==> src/rtl/fetch_ctrl.sv <==
// fetch_ctrl: next-PC selection, PC / IF-ID enables, ID/EX bubble insertion
// and the mult/div busy counter for the 5-stage MIPS core.
module fetch_ctrl #(
    parameter logic [31:0] RESET_PC = 32'h00003000,
    parameter int          MULT_LAT = 5,
    parameter int          DIV_LAT  = 10,
    parameter int          CNT_W    = 4
) (
    input  logic        clk,
    input  logic        reset,
    input  logic [31:0] pc,
    input  logic        redirect_valid,
    input  logic [31:0] redirect_target,
    input  logic        lu_hazard,
    input  logic        md_start,
    input  logic        md_is_div,
    input  logic        md_use,
    output logic [31:0] next_pc,
    output logic        en_pc,
    output logic        en_ifid,
    output logic        flush_idex,
    output logic        md_busy,
    output logic [31:0] stall_cycles
);

    typedef enum logic {
        IDLE = 1'b0,
        BUSY = 1'b1
    } state_t;

    localparam logic [CNT_W-1:0] MULT_LOAD = CNT_W'(MULT_LAT);
    localparam logic [CNT_W-1:0] DIV_LOAD  = CNT_W'(DIV_LAT);
    localparam logic [CNT_W-1:0] CNT_ONE   = CNT_W'(1);

    state_t           state;
    state_t           state_next;
    logic [CNT_W-1:0] md_cnt;
    logic [CNT_W-1:0] md_cnt_next;
    logic [31:0]      stall_cnt;
    logic             stall;

    // Busy flag is a decode of the registered counter, so it never depends
    // on this cycle's md_start.
    assign md_busy      = (md_cnt != '0);
    assign stall_cycles = stall_cnt;

    // A HI/LO consumer in ID must wait while the unit works, including the
    // cycle its producer is issued.
    assign stall = lu_hazard | (md_use & (md_busy | md_start));

    // State and counter registers.
    always_ff @(posedge clk) begin
        if (reset) begin
            state  <= IDLE;
            md_cnt <= '0;
        end else begin
            state  <= state_next;
            md_cnt <= md_cnt_next;
        end
    end

    // Next-state logic: any md_start (re)loads the latency; otherwise count
    // down and drop back to IDLE as the counter hits zero.
    always_comb begin
        state_next  = state;
        md_cnt_next = md_cnt;
        case (state)
            IDLE: begin
                if (md_start) begin
                    state_next  = BUSY;
                    md_cnt_next = md_is_div ? DIV_LOAD : MULT_LOAD;
                end
            end
            BUSY: begin
                if (md_start) begin
                    md_cnt_next = md_is_div ? DIV_LOAD : MULT_LOAD;
                end else if (md_cnt > CNT_ONE) begin
                    md_cnt_next = md_cnt - CNT_ONE;
                end else begin
                    md_cnt_next = '0;
                    state_next  = IDLE;
                end
            end
            default: begin
                state_next  = IDLE;
                md_cnt_next = '0;
            end
        endcase
    end

    // Fetch outputs: a stall freezes PC and IF/ID and bubbles ID/EX; a
    // redirect seen during a stall is dropped because ID re-presents it.
    // The delay-slot instruction is never squashed.
    always_comb begin
        next_pc    = pc + 32'd4;
        en_pc      = 1'b1;
        en_ifid    = 1'b1;
        flush_idex = 1'b0;
        if (reset) begin
            next_pc = RESET_PC;
        end else if (stall) begin
            en_pc      = 1'b0;
            en_ifid    = 1'b0;
            flush_idex = 1'b1;
        end else if (redirect_valid) begin
            next_pc = redirect_target;
        end
    end

    // Stalled-cycle counter, saturating at all ones.
    always_ff @(posedge clk) begin
        if (reset) begin
            stall_cnt <= '0;
        end else if (stall && (stall_cnt != 32'hFFFFFFFF)) begin
            stall_cnt <= stall_cnt + 32'd1;
        end
    end

endmodule
==> config.mk <==
export PLATFORM = sky130hd
export DESIGN_NAME = fetch_ctrl
export DESIGN_NICKNAME = d
export VERILOG_FILES = /design/src/rtl/fetch_ctrl.sv
export SDC_FILE = /design/constraint.sdc
export NUM_CORES = 1
export LEC_CHECK = 0
export ABC_CLOCK_PERIOD_IN_PS = 4040
export CAP_MARGIN = 5
export CORE_ASPECT_RATIO = 0.9
export CORE_MARGIN = 4
export CORE_UTILIZATION = 46
export CTS_CLUSTER_SIZE = 30
export DETAILED_ROUTE_END_ITERATION = 6
export PLACE_DENSITY = 0.9
export SLEW_MARGIN = 20
export SYNTH_ARGS = -nofsm -noshare
export SYNTH_HDL_FRONTEND = slang
export SYNTH_SLANG_ARGS = --single-unit
==> constraint.sdc <==
create_clock -name clk -period 4.04 [get_ports clk]
set_clock_uncertainty 0.1 [all_clocks]
set_input_delay 0.808 -clock clk [delete_from_list [all_inputs] [get_ports clk]]
set_output_delay 0.808 -clock clk [all_outputs]
set_load 0.05 [all_outputs]
**After elaboration in Yosys (flattened, before gate mapping)**

Index checks and enable logic that the tools add are counted.

- Input port bits: 71
- Logic and storage cells: 31
- Bits in read-only memories: 0
- Register bits: 37
- Memories kept: 0
- Latch bits: 0
- Bits in writable memories: 0

- $lt $le $gt $ge: 1
- $add $sub $neg: 3
- Div/mod/pow operators: 0
- Mux-type cells: 16
- Reduce and logical (&&, ||, !) cells: 2
- Bitwise operators: 4
- Multipliers: 0
- Shifts and indexed selects: 0
- Equal/unequal tests: 2

Operator list:

| operator | number |
|---|---|
| $mux W32 | 3 |
| $add A32 B1 Y32 const B | 1 |
| $add A32 B3 Y32 const B | 1 |
| $ne A32 B32 Y1 const B | 1 |
| $mux W4 | 4 |
| $pmux W4 S2 | 1 |
| $mux W1 | 7 |
| $gt A4 B1 Y1 const B | 1 |
| $reduce_bool A4 Y1 | 1 |
| $sub A4 B1 Y4 const B | 1 |
| $ne A2 B2 Y1 const B | 1 |
| $or A1 B1 Y1 | 2 |
| $pmux W1 S2 | 1 |
| $and A1 B1 Y1 | 1 |
| $logic_and A1 B1 Y1 | 1 |
| $not A1 Y1 | 1 |

**Depth between registers and ports, before layout**

- Depth in word-level cells: 6
- Gate-level depth with buffers: 9

**Worst setup path before layout**

Ideal clock, no wire load.

- Path type: in2out
- From: input md_start
- To: output next_pc[26]
- Stages: 7
- Required time: 3.132 ns
- Data arrival time: 4.484 ns
- Slack: -1.352 ns
- Cell sequence: clkbuf_2 or4b_1 a21o_1 buf_2 nor2_2 nor3_1 a2111oi_0

- Cells in the longest elaborated chain, start to end: 5

Ends and longest elaborated chain:

| what | line | source |
|---|---|---|
| start, declared | 15 | `input logic md_start,` |
| $or A1 B1 Y1 | 49 | `assign stall = lu_hazard \| (md_use & (md_busy \| md_start));` |
| $and A1 B1 Y1 | 49 |  |
| $or A1 B1 Y1 | 49 |  |
| $mux W32 | 101 | `end else if (stall) begin` |
| $mux W32 | 99 | `if (reset) begin` |
| end, declared | 18 | `output logic [31:0] next_pc,` |

No other way between the ends.

**Worst setup path after layout**

- From: input md_start
- To: output next_pc[28]

The elaborated chain is that of the path after synthesis.

==> metrics <==
Async SR Flop Fraction 0%; P_sw approximately 0.00038 W; Post-synth EDFFs 0; Mapped Cells ~430; Hold WS between 0.4 and 0.5 ns; total core area around 0.0063 mm²; Synth Net Count 500; Critical Path Start md_start; Vias around 4000; placed insts roughly 640; Power per Cell Area about 230 mW/mm²; final hold violations 0; top post-synthesis cells by area dfxtp_1, nor2_1, a21oi_1, a211oi_1, nand2_1; sw frac between 30% and 40%; die height about 85 µm; Sequential Power Share approximately a third; Yosys reg bits 37; crit path time final 3.95 ns; DRT iter0 DRCs roughly 270; Final WS setup 0.0931 ns; CP Launch Type input port; FMAX between 200 and 300 MHz; initial antenna violation count 0; first-pass GRT wire length between 15000 and 20000 µm; final setup vio count 0; Req. time, crit path 3.13 ns; area leader, netlist dfxtp_1; CP arrival 3.04 ns; CP max FO 28; RSZ-0062 raised after global routing yes; H-tree depth 2; Remaining DRCs 0; pre-CTS setup slack -0.0762 ns; HPWL Detailed between 8000 and 9000 µm; WS Path Type in2out; Leak Pwr ~1.8 nW; row count 27; Max Cap Viol 0; run status complete, no violations; DP Area about 0.0050 mm²; largest net degree at the start of global routing 37; Die Footprint between 0.007 and 0.008 mm²; # port buffers 138; drt pass-1 iters 6; Tcrit/Tclk final 97.7%; Root Buffer clkbuf_8; die width 93.8 µm; Routed WL 11500 µm; CTS Buffer Depth 2; syn_area_per_cell slightly above 7 µm²; Worst-Margin Slew about 0.9 ns; Routed WL per cell 17.7 µm; share of layout cells above drive strength 1 16.5%; Mapped Area just over 0.003 mm²; Post-Layout Cell Count 646; Cell Int Power approximately 0.00079 W; maximum VDD drop 0.206 mV; Clk pwr share between 20 and 30%; clock-pin transition on the worst setup and hold timing paths ~0.070 ns; yosys warns 0; sequential share of the synthesized area 24.3%; DRT antenna net count 0; worst skew pair latency about 0.30 ns; CTS tree done; max-slew violation count 0; vias in the first global route 3797; Synth cell types 54; CTS Sinks 37; Worst Hold Launch stall_cycles[10]$_SDFFE_PP0P_; All-Layer GR Usage 28.2%; final instance area between 0.005 and 0.006 mm²; Area Overhead vs Synth 68.8%; top_reg_cell synth dfxtp_1; Critical R2R Launch md_cnt[0]$_SDFFE_PP0P_; # diodes 0; Post-CTS Setup Bufs 0; Crit. End Element primary output; Congestion Overflow GR 0; Placer Congestion a little over 0.9; Initial Utilization slightly below 50%; via/cell ratio a little over 6; post-synth top area share roughly a quarter; I/O pin cnt 139; Slew HR about two fifths; Gate power share between 30% and 40%; CTS Buf Count 5; worst min path class reg2reg; final net count between 600 and 700; CTS Hold Bufs 0
[per-stage QoR]
| step | total power (W) | utilization (%) | TNS (ns) |
|---|---|---|---|
| floorplan | 0.000606 | - | -3.91 |
| global placement | 0.000825 | 79.0 | 0 |
| detailed placement | 0.000835 | 79.0 | -0.0951 |
| CTS | 0.00117 | 81.2 | 0 |
| global route | 0.00121 | 81.9 | -0.0252 |
| finish | 0.00117 | 81.9 | 0 |
[area by class of cell]
class | count | area, µm²
Timing Repair Buffer | 153 | 1840
Sequential cell | 37 | 741
Inverter | 12 | 45.0
Clock inverter | 1 | 30.0
Multi-Input combinational cell | 349 | 2290
Clock buffer | 7 | 86.3
Tap cell | 87 | 109
Fill cell | 410 | 1140
[worst max-delay path: stages]
cell and delay [ns]:
clkdlybuf4s50_1 0.45, or4b_1 0.54, a211o_2 0.42, buf_12 0.18
and3_1 0.19, nor4_4 0.27, buf_12 0.18
[timing repair]
item,in CTS,in global routing
hold endpoints to repair,0,0
gates resized for setup,4,6
cloned,0,0
endpoints found under the setup margin,3,6
pin swaps,0,0
[synthesized netlist by cell type, types with 2 or more instances]
master and n:
xor2_1 10, inv_1 12, buf_6 2, ha_1 4, nand2b_1 2, or3_2 3, mux2i_1 4, a211oi_1 19
buf_1 2, dfxtp_1 37, and4_1 4, and3_1 9, clkbuf_1 15, or3_1 17, xnor2_1 11, and2_1 3
o21ai_0 19, buf_2 5, nand2_1 36, nor4_1 13, buf_4 2, nor3b_1 2, nor4b_1 3, a211o_1 2
nor3_1 12, nor2_1 52, nand3_1 26, o31ai_1 9, o21a_1 3, or4_1 11, o21bai_1 2, nand4_1 18
a311oi_1 2, a21oi_1 33, o31a_1 2
[cells by family after synthesis]
kind of cell    count (synthesis)  share of synthesized area, %
xor+xnor                       21                          6.03
simple gates                  221                          39.2
flops                          37                          24.3
mux                             5                          1.68
fa+ha+maj                       4                          1.64
compound gates                 98                          21.3
buf+inv                        39                          5.79
[sequential cells by signal, summed over array words and instances, names as in the netlist]
signal,cells
state,1
stall_cycles,32
md_cnt,4
[layer usage]
layer | GRT usage, % | up-vias | wire (µm)
met5 | 0 | - | 0
met4 | 10.4 | 0 | 331
met3 | 4.79 | 35 | 790
met2 | 50.3 | 203 | 5750
met1 | 33.7 | 1851 | 4590
li1 | - | 1864 | -
[power by group through the flow]
stage	clock network (W)	logic [W]	registers [W]
3_3_place_gp	0	0.000436	0.000389
4_1_cts	0.000336	0.000449	0.000381
6_report	0.000337	0.000452	0.000382
3_5_place_dp	0	0.000445	0.000390
2_1_floorplan	0	0.000206	0.000400
5_1_grt	0.000355	0.000474	0.000383
[final timing paths]
check	end	slack, ns	cells after the start
hold / removal	stall_cycles[10]$_SDFFE_PP0P_	0.42	2
setup / recovery	next_pc[28]	0.09	7
hold reg to reg	stall_cycles[10]$_SDFFE_PP0P_	0.42	2
setup reg to reg	stall_cycles[27]$_SDFFE_PP0P_	1.25	9
[cell usage in the layout (no fill, tap or decap), types with 2 or more instances in the layout]
| master | instances |
|---|---|
| dfxtp_1 | 37 |
| nor4b_1 | 2 |
| clkdlybuf4s50_1 | 102 |
| nor2_1 | 52 |
| o21ai_0 | 19 |
| nand2b_1 | 2 |
| ha_1 | 4 |
| nor3b_1 | 2 |
| and3_1 | 9 |
| or3_1 | 17 |
| nor4_1 | 7 |
| xnor2_1 | 11 |
| a211oi_2 | 9 |
| a211oi_1 | 10 |
| nand2_1 | 36 |
| buf_12 | 35 |
| o21bai_1 | 2 |
| or4_1 | 11 |
| nor3_2 | 2 |
| o31a_1 | 2 |
| or3_2 | 3 |
| a21oi_1 | 33 |
| nor4_2 | 4 |
| buf_4 | 15 |
| mux2i_1 | 4 |
| nand3_1 | 25 |
| nor4_4 | 4 |
| and4_1 | 4 |
| xor2_1 | 10 |
| inv_1 | 12 |
| o21a_1 | 3 |
| o31ai_1 | 9 |
| and2_1 | 3 |
| nor3_1 | 11 |
| nand4_1 | 18 |
| clkbuf_8 | 6 |
No activity file was read; power rests on OpenSTA's default activity.
